<file path="src/rtl/arbiter_req_stage_pkg.sv">
// Shared sizing defaults, the output ID type and the lowest-index grant picker for the request stage.
// Optional checking is enabled by ARB_REQ_STAGE_CHECK_EN, which is consumed in arbiter_req_stage.sv.
package arbiter_req_stage_pkg;

    localparam int DEF_N_REQ  = 4;
    localparam int DEF_DATA_W = 8;
    localparam int DEF_DEPTH  = 4;

    typedef logic [$clog2(DEF_N_REQ)-1:0] id_t;

    // Keeps only the lowest set bit, so a malformed multi-hot grant still pops a single channel.
    function automatic logic [DEF_N_REQ-1:0] onehot_lowest(input logic [DEF_N_REQ-1:0] vec);
        return vec & (~vec + DEF_N_REQ'(1));
    endfunction

endpackage

</file>
<file path="src/rtl/req_stage_fifo.sv">
// Single-channel circular FIFO: exposes its head word and occupancy count.
// Push and pop take effect in the same cycle; the caller guarantees no push when full and no pop when empty.
module req_stage_fifo #(
    parameter int DATA_W = 8,
    parameter int DEPTH  = 4
) (
    input  logic                     clk,
    input  logic                     rst_n,
    input  logic                     i_push,
    input  logic                     i_pop,
    input  logic [DATA_W-1:0]        i_data,
    output logic [DATA_W-1:0]        o_head,
    output logic [$clog2(DEPTH):0]   o_count
);

    localparam int PTR_W = $clog2(DEPTH);

    logic [DATA_W-1:0] r_mem [DEPTH];
    logic [PTR_W-1:0]  r_wr_ptr;
    logic [PTR_W-1:0]  r_rd_ptr;
    logic [PTR_W:0]    r_count;

    always_ff @(posedge clk or negedge rst_n) begin
        if (!rst_n) begin
            r_wr_ptr <= '0;
            r_rd_ptr <= '0;
            r_count  <= '0;
        end else begin
            if (i_push) r_wr_ptr <= r_wr_ptr + PTR_W'(1);
            if (i_pop)  r_rd_ptr <= r_rd_ptr + PTR_W'(1);
            case ({i_push, i_pop})
                2'b10:   r_count <= r_count + (PTR_W+1)'(1);
                2'b01:   r_count <= r_count - (PTR_W+1)'(1);
                default: r_count <= r_count;
            endcase
        end
    end

    // Storage needs no reset: contents are only visible through a non-zero count.
    always_ff @(posedge clk) begin
        if (i_push) r_mem[r_wr_ptr] <= i_data;
    end

    assign o_head  = r_mem[r_rd_ptr];
    assign o_count = r_count;

endmodule

</file>
<file path="src/rtl/arbiter_req_stage.sv">
// Request staging for the round-robin arbiter: per-channel FIFOs drive req, a grant pops into a registered output.
// Latency push->out_valid is 3 cycles with a registered arbiter; output holds while out_ready is low. Checker under ARB_REQ_STAGE_CHECK_EN.
module arbiter_req_stage
    import arbiter_req_stage_pkg::*;
#(
    parameter int N_REQ  = DEF_N_REQ,
    parameter int DATA_W = DEF_DATA_W,
    parameter int DEPTH  = DEF_DEPTH
) (
    input  logic                       clk,
    input  logic                       rst_n,
    input  logic [N_REQ-1:0]           in_valid,
    input  logic [N_REQ*DATA_W-1:0]    in_data,
    output logic [N_REQ-1:0]           in_ready,
    output logic [N_REQ-1:0]           req,
    input  logic [N_REQ-1:0]           gnt,
    output logic                       out_valid,
    output logic [DATA_W-1:0]          out_data,
    output logic [$clog2(N_REQ)-1:0]   out_id,
    input  logic                       out_ready,
    output logic                       err
);

    localparam int CNT_W = $clog2(DEPTH) + 1;
    localparam int ID_W  = $clog2(N_REQ);

    logic [CNT_W-1:0]  w_count [N_REQ];
    logic [DATA_W-1:0] w_head  [N_REQ];
    logic [N_REQ-1:0]  w_full;
    logic [N_REQ-1:0]  w_push;
    logic [N_REQ-1:0]  w_sel;
    logic [N_REQ-1:0]  w_pop;
    logic              w_slot_free;
    id_t               w_sel_id;
    logic [DATA_W-1:0] w_sel_data;

    logic              r_out_valid;
    logic [DATA_W-1:0] r_out_data;
    id_t               r_out_id;

    for (genvar g = 0; g < N_REQ; g++) begin : g_ch
        req_stage_fifo #(
            .DATA_W (DATA_W),
            .DEPTH  (DEPTH)
        ) u_fifo (
            .clk     (clk),
            .rst_n   (rst_n),
            .i_push  (w_push[g]),
            .i_pop   (w_pop[g]),
            .i_data  (in_data[g*DATA_W +: DATA_W]),
            .o_head  (w_head[g]),
            .o_count (w_count[g])
        );
        assign w_full[g] = (w_count[g] == CNT_W'(DEPTH));
        assign req[g]    = (w_count[g] != '0);
    end

    assign in_ready    = ~w_full & {N_REQ{rst_n}};
    assign w_push      = in_valid & in_ready;
    assign w_slot_free = !r_out_valid || out_ready;

    // Grants to empty channels are dropped here: the arbiter's grant trails req by a cycle.
    assign w_sel = onehot_lowest(gnt & req);
    assign w_pop = w_slot_free ? w_sel : '0;

    always_comb begin
        w_sel_id   = '0;
        w_sel_data = '0;
        for (int i = 0; i < N_REQ; i++) begin
            if (w_sel[i]) begin
                w_sel_id   = ID_W'(i);
                w_sel_data = w_head[i];
            end
        end
    end

    always_ff @(posedge clk or negedge rst_n) begin
        if (!rst_n) begin
            r_out_valid <= 1'b0;
            r_out_data  <= '0;
            r_out_id    <= '0;
        end else if (w_slot_free) begin
            r_out_valid <= |w_pop;
            if (|w_pop) begin
                r_out_data <= w_sel_data;
                r_out_id   <= w_sel_id;
            end
        end
    end

    assign out_valid = r_out_valid;
    assign out_data  = r_out_data;
    assign out_id    = r_out_id;

`ifdef ARB_REQ_STAGE_CHECK_EN
    logic w_gnt_multi;
    logic w_full_push;
    logic r_err;

    assign w_gnt_multi = (gnt & (gnt - N_REQ'(1))) != '0;
    assign w_full_push = (|(in_valid & w_full)) && out_ready;

    always_ff @(posedge clk or negedge rst_n) begin
        if (!rst_n)                          r_err <= 1'b0;
        else if (w_gnt_multi || w_full_push) r_err <= 1'b1;
    end

    assign err = r_err;

    a_gnt_onehot: assert property (@(posedge clk) disable iff (!rst_n) !w_gnt_multi)
        else $error("arbiter_req_stage: non-one-hot grant %b", gnt);
    a_no_full_push: assert property (@(posedge clk) disable iff (!rst_n) !w_full_push)
        else $error("arbiter_req_stage: push to full channel %b", in_valid & w_full);
`else
    assign err = 1'b0;
`endif

endmodule

</file>
<file path="config.mk">
export PLATFORM = sky130hd
export DESIGN_NAME = arbiter_req_stage
export DESIGN_NICKNAME = d
export VERILOG_FILES = /design/src/rtl/arbiter_req_stage_pkg.sv /design/src/rtl/req_stage_fifo.sv /design/src/rtl/arbiter_req_stage.sv
export SDC_FILE = /design/constraint.sdc
export NUM_CORES = 1
export LEC_CHECK = 0
export CAP_MARGIN = 30
export CELL_PAD_IN_SITES_DETAIL_PLACEMENT = 1
export CELL_PAD_IN_SITES_GLOBAL_PLACEMENT = 1
export CORE_AREA = 2 2 130 132
export DETAILED_ROUTE_END_ITERATION = 7
export DIE_AREA = 0 0 132 134
export PLACE_DENSITY = 0.8
export RECOVER_POWER = 50
export SYNTH_ARGS = -nofsm -noshare
export SYNTH_HDL_FRONTEND = slang
export SYNTH_HIERARCHICAL = 1
export SYNTH_SLANG_ARGS = --single-unit
</file>
<file path="constraint.sdc">
create_clock -name clk -period 2.35 [get_ports clk]
set_input_delay 0.47 -clock clk [delete_from_list [all_inputs] [get_ports clk]]
set_output_delay 0.47 -clock clk [all_outputs]
set_load 0.01 [all_outputs]
</file>
# ---- Word level (Yosys, flattened, before mapping)
# Memory sizes are Yosys's and may differ from the RTL's.
# Cells that the tools add are included.
# W data, S select, Z words.
dict set report word_totals {
  register_bits 39
  mem_bits_rw 128
  input_bits 43
  output_inout_bits 20
  elab_cells 86
  n_memories 4
}
# name words word_bits rd rd_ports_with_merged_regs wr line_no
set memory_table {}
lappend memory_table {{g_ch[0].u_fifo.r_mem} 4 8 1 0 1 req_stage_fifo.sv:18} ;# logic [DATA_W-1:0] r_mem [DEPTH];
lappend memory_table {{g_ch[1].u_fifo.r_mem} 4 8 1 0 1 req_stage_fifo.sv:18}
lappend memory_table {{g_ch[2].u_fifo.r_mem} 4 8 1 0 1 req_stage_fifo.sv:18}
lappend memory_table {{g_ch[3].u_fifo.r_mem} 4 8 1 0 1 req_stage_fifo.sv:18}
dict set report classes {
  n_addsub 17
  eq_ne 12
  muxes 20
  bitwise_logic 6
  reduce_logical 12
}
# cell n
set op_table {}
lappend op_table {{$mux W8} 4}
lappend op_table {{$pmux W3 S2} 4}
lappend op_table {{$add A2 B1 Y2 const B} 8}
lappend op_table {{$and A4 B4 Y4} 4}
lappend op_table {{$add A3 B1 Y3 const B} 4}
lappend op_table {{$eq A3 B3 Y1 const B} 4}
lappend op_table {{$reduce_bool A3 Y1} 4}
lappend op_table {{$sub A3 B1 Y3 const B} 4}
lappend op_table {{$mux W1} 9}
lappend op_table {{$eq A2 B1 Y1 const B} 4}
lappend op_table {{$eq A2 B2 Y1 const B} 4}
lappend op_table {{$not A4 Y4} 2}
lappend op_table {{$reduce_bool A2 Y1} 4}
lappend op_table {{$add A4 B1 Y4 const B} 1}
lappend op_table {{$mux W2} 2}
lappend op_table {{$mux W4} 1}
lappend op_table {{$reduce_or A4 Y1} 1}
lappend op_table {{$reduce_and A2 Y1} 1}
lappend op_table {{$logic_not A1 Y1} 1}
lappend op_table {{$logic_or A1 B1 Y1} 1}

# ---- Depth between registers and ports, before layout
# Gate-level depths: netlist of the first run.
dict set report logic_depth {
  word_depth 9
  mapped_depth 10
  ltp_nobuf 10
}

# ---- Hierarchy
# Netlist of the first run, hierarchy kept.
# mod instances cells_each area_each_um2
set modules_own_cells {}
lappend modules_own_cells {{req_stage_fifo at g_ch[1].u_fifo ...} 3 76 1541.5}
lappend modules_own_cells {{req_stage_fifo at g_ch[0].u_fifo} 1 73 1531.5}
lappend modules_own_cells {arbiter_req_stage 1 106 852.1}

# ---- Least setup slack after synthesis of the first run
# OpenSTA, ideal clock, no wires.
dict set report synth_timing {
  path_type {register to register}
  start {reg g_ch[0].u_fifo.r_count[1]}
  end {reg g_ch[2].u_fifo.r_count[2]}
  arrival_time_ns 2.485
  setup_slack_ns -0.214
  path_stages_with_launch 11
  path_buffers 1
  period_less_slack_ns 2.564
  path_cell_list {dfrtp_1 -> o31ai_1 -> clkbuf_1 -> nand2_1 -> nor3_1 -> ha_1 -> inv_1 -> fa_1 -> xor2_1 -> nor2_1 -> xor2_1}
}
dict set report synth_via {
  elab_chain_len 8
  elab_cells_between_ends 10
  classes_between {add/sub: 1; eq/ne: 2; mux: 2; bitwise: 3; reduce/logical: 2}
}
# item line_no
set synth_rtl {}
lappend synth_rtl {{from (decl)} req_stage_fifo.sv:21} ;# logic [PTR_W:0] r_count;
lappend synth_rtl {{from (signal assigned)} req_stage_fifo.sv:32} ;# 2'b10: r_count <= r_count + (PTR_W+1)'(1);
lappend synth_rtl {{from (signal assigned)} req_stage_fifo.sv:33} ;# 2'b01: r_count <= r_count - (PTR_W+1)'(1);
lappend synth_rtl {{from (signal assigned)} req_stage_fifo.sv:34} ;# default: r_count <= r_count;
lappend synth_rtl {{$reduce_bool A3 Y1 *} arbiter_req_stage.sv:55} ;# assign req[g] = (w_count[g] != '0);
lappend synth_rtl {{$and A4 B4 Y4 *} arbiter_req_stage.sv:63} ;# assign w_sel = onehot_lowest(gnt & req);
lappend synth_rtl {{$not A4 Y4 *} arbiter_req_stage_pkg.sv:13} ;# return vec & (~vec + DEF_N_REQ'(1));
lappend synth_rtl {{$add A4 B1 Y4 *} arbiter_req_stage_pkg.sv:13}
lappend synth_rtl {{$and A4 B4 Y4 *} arbiter_req_stage_pkg.sv:13}
lappend synth_rtl {{$mux W4 *} arbiter_req_stage.sv:64} ;# assign w_pop = w_slot_free ? w_sel : '0;
lappend synth_rtl {{named net w_pop[2]} arbiter_req_stage.sv:32} ;# logic [N_REQ-1:0] w_pop;
lappend synth_rtl {{$eq A2 B1 Y1 / $eq A2 B2 Y1 (equally long branches)} req_stage_fifo.sv:31} ;# case ({i_push, i_pop})
lappend synth_rtl {{$pmux W3 S2 / $reduce_bool A2 Y1 (equally long branches)} --}
lappend synth_rtl {{to (signal assigned)} req_stage_fifo.sv:32}
lappend synth_rtl {{to (signal assigned)} req_stage_fifo.sv:33}
lappend synth_rtl {{to (signal assigned)} req_stage_fifo.sv:34}
lappend synth_rtl {{to (decl)} req_stage_fifo.sv:21}
# Mark *: on every way through the listed nets, which the timed path passes. The rest lies on a longest branch.
# A chain may end at the register's enable or synchronous reset.

# ---- Worst setup path in the final report of the first run
dict set report layout_timing {
  start {reg g_ch[0].u_fifo.r_count[2]}
  end {out req[0]}
}
dict set report layout_via {
  elab_chain_len 1
}
# item line_no
set layout_rtl {}
lappend layout_rtl {{$reduce_bool A3 Y1} arbiter_req_stage.sv:55}
lappend layout_rtl {{to (decl)} arbiter_req_stage.sv:15} ;# output logic [N_REQ-1:0] req,
# Every way passes these cells.

==> flow_summary.json, run 1 <==
{
  "synth_seq_cells": 167,
  "ctsHoldBuffers": 0,
  "status": "finished, final reports clean",
  "synth.cell_area_sq_um": 7010,
  "drt_iter0_markers": 216,
  "fin_util_pct": 54.5,
  "intPower_mw": 7.09,
  "finalCritPeriodShare_pct": 97.6,
  "p_leak_nw": 3.23,
  "yosysSeqAreaShare_pct": 68.8,
  "crit_path_start_kind": "register",
  "chipWidth_um": 132,
  "hp-class": "in2async",
  "vias": 3908,
  "die_h_um": 134,
  "switchingPower_mw": 3.15,
  "cts.sinks": 167,
  "power.density_nw_per_um2": 1150,
  "crit_chain": "or3_1 > clkdlybuf4s50_1",
  "grtUsageTotal_pct": 19.6,
  "numCtsBuffers": 17,
  "syn_inst": 407,
  "path_clk_slew_ns": 0.07,
  "synth.distinct_cells": 35,
  "period_minus_slack_ns": 2.29,
  "mostFrequentLayoutCells": "edfxtp_1, buf_4, dfrtp_1, mux4_2, dlygate4sd3_1",
  "synth_flop_cell": "edfxtp_1",
  "ios": 63,
  "drt_wl_total_um": 16300,
  "via_per_inst": 5.16,
  "cp-endpoint": "req[0]",
  "final_common_cell": "edfxtp_1",
  "seq_power_share_pct": 43.2,
  "wire_per_inst_um": 21.5,
  "grt_pass1_vias": 4425,
  "worst_pin_slew_ns": 0.808,
  "worstReg2RegStart": "g_ch[1].u_fifo/o_count[2]",
  "hold_violations": 0,
  "fp-row-count": 47,
  "crit_family": "buffers and inverters",
  "finClkSkew_ns": 0.00866,
  "cp_max_fo": 5,
  "io_buffers": 61,
  "cp_slowest_cell": "clkdlybuf4s50_1",
  "worst-path-stages": 2,
  "max_cap_viol_count": 0,
  "rr_worst_depth": 9,
  "overflow": 0,
  "whs_ns": 0.102,
  "dieArea_sq_um": 17700,
  "cts_htree_levels": 4,
  "combPwrFrac_pct": 28.1,
  "switching_share_pct": 30.7,
  "dr.pass1.iters": 4,
  "grt_max_degree": 17,
  "ff2ff_setup_slack_ns": 0.06,
  "relSlewSlack_pct": 46.1,
  "synth_fp_nets": 474,
  "ys_async_sr_fraction_pct": 23.4,
  "cts_max_path_buffers": 2,
  "syn-mean-instance-area_sq_um": 17.2,
  "cts_tree": "done",
  "antenna_violating_nets_post_route": 0,
  "dp_hpwl_um": 11800,
  "worst_setup_path_end_kind": "output pin",
  "core-area_sq_um": 16300,
  "rsz0062_at_grt": "true",
  "maxSlewViolCount": 0,
  "antenna_found_initial": 1,
  "drive_gt1_share_pct": 24.9,
  "peakVddDrop_mv": 0.641,
  "critPathBufInv": 1,
  "n_fill_cell": 1537,
  "p_clk_share_pct": 28.7,
  "start_util_pct": 43.0,
  "drcViolationCount": 0,
  "root_buffer": "clkbuf_16",
  "synth_area_leaders": "edfxtp_1, dfrtp_1, mux4_2, ha_1, xor2_1",
  "setup_viol_count_final": 0,
  "grt_pass1_wl_um": 25500,
  "critPathMaxStageDelay_ns": 0.50,
  "final_nets": 592,
  "max_freq_ghz": 0.436,
  "worstSkewPairLatency_ns": 0.43,
  "worstSetupStartpoint": "g_ch[0].u_fifo/o_count[2]",
  "r2r-end": "g_ch[2].u_fifo/o_count[2]",
  "synth_top_cell_area_share_pct": 54.8,
  "critical_path_class": "reg2out",
  "num_antenna_cells": 0,
  "area_growth_pct": 26.6,
  "synth_top_cell_by_area": "edfxtp_1",
  "synth_edf_count": 128,
  "arrival_ns": 1.82,
  "cp.required_ns": 1.88,
  "register_area_sq_um": 4820,
  "ys_warn_count": 6,
  "multi_input_area_sq_um": 2070,
  "gp_congestion": 0.755
}
flip-flops by register name (all words and copies together), names as in the netlist:
register / cells
out_valid: 1
g_ch.u_fifo/o_count: 12
g_ch.u_fifo/r_mem: 128
out_id: 2
out_data: 8
g_ch.u_fifo/r_rd_ptr: 8
g_ch.u_fifo/r_wr_ptr: 8
power by group through the flow:
| stage | Clock, mW | Sequential (mW) | Combinational, mW |
|---|---|---|---|
| floorplan | 0 | 4.13 | 1.94 |
| global placement | 0 | 4.39 | 2.70 |
| detailed placement | 0 | 4.45 | 2.84 |
| CTS | 2.99 | 4.41 | 2.88 |
| global route | 3.10 | 4.52 | 3.13 |
| finish | 2.94 | 4.42 | 2.88 |
area by class of cell:
class | count | share of cell area [%]
inverter | 21 | 0.888
sequential | 167 | 54.3
multi-input combinational | 204 | 23.4
clock inverter | 11 | 1.80
timing repair buffer | 114 | 11.2
clock buffer | 21 | 5.30
tap | 220 | 3.10
per-stage QoR:
| stage | instances | power (mW) | TNS, ns | instance area, sq um | setup WS, ns |
|---|---|---|---|---|---|
| final | 758 | 10.2 | 0 | 8870 | 0.0553 |
| after global routing | 758 | 10.8 | -0.161 | 8870 | -0.114 |
| after CTS | 757 | 10.3 | -0.0337 | 8840 | -0.0223 |
| after detailed placement | 725 | 7.29 | -1.43 | 8200 | -0.335 |
| after global placement | 725 | 7.09 | -0.830 | 8200 | -0.216 |
| after floorplan | 407 | 6.08 | -0.132 | 7030 | -0.109 |
routing by layer:
metal	global-route usage (%)	wire length (um)
met1	23.3	6790
met2	34.4	8600
met3	5.06	652
met4	7.25	252
met5	0	16
cell families (layout without fill, tap and decap cells):
family / after synthesis / in the layout / synth area share, %
flops: 167 / 167 / 68.8
compound gates: 42 / 42 / 4.25
other cells: 1 / 1 / 0.0535
xor+xnor: 24 / 24 / 3.00
fa+ha+maj: 24 / 24 / 4.71
simple gates: 77 / 77 / 5.66
buf+inv: 36 / 167 / 2.68
mux: 36 / 36 / 10.9
worst min path at each step:
stage / to
4_1_cts: g_ch[0].u_fifo/r_wr_ptr[0]
2_1_floorplan: g_ch[0].u_fifo/o_count[0]
3_3_place_gp: g_ch[3].u_fifo/o_count[2]
5_1_grt: g_ch[2].u_fifo/o_count[0]
6_report: g_ch[0].u_fifo/r_wr_ptr[0]
3_5_place_dp: g_ch[3].u_fifo/o_count[2]
synth_stat cells (2+ instances only):
cell	instances
nand3_1	9
o31a_1	3
inv_1	21
mux2i_1	3
edfxtp_1	128
buf_4	2
ha_1	20
buf_2	6
or3_1	4
nor2b_1	2
xnor2_1	9
xor2_1	15
a31oi_1	8
mux4_2	32
buf_6	5
o31ai_1	3
a21oi_1	10
o2bb2ai_1	8
o21ai_0	4
dfrtp_1	39
fa_1	4
and2_1	20
nor2_1	19
clkbuf_1	2
nor3_1	2
a21boi_0	4
nand2_1	17
what timing repair did:
item / 4_1_cts / 5_1_grt
endpoints found under the hold margin: 0 / 0
pin swaps: 1 / 6
gates resized for setup: 10 / 9
buffers inserted: 0 / 1
endpoints found under the setup margin: 5 / 4
Power figures use the tool's default switching activity.
==> run 2: changes to the inputs <==
- CTS_CLUSTER_DIAMETER: default -> 30
==> results of run 2 <==
The final DEF is identical to that of run 1; final timing and power are the same.
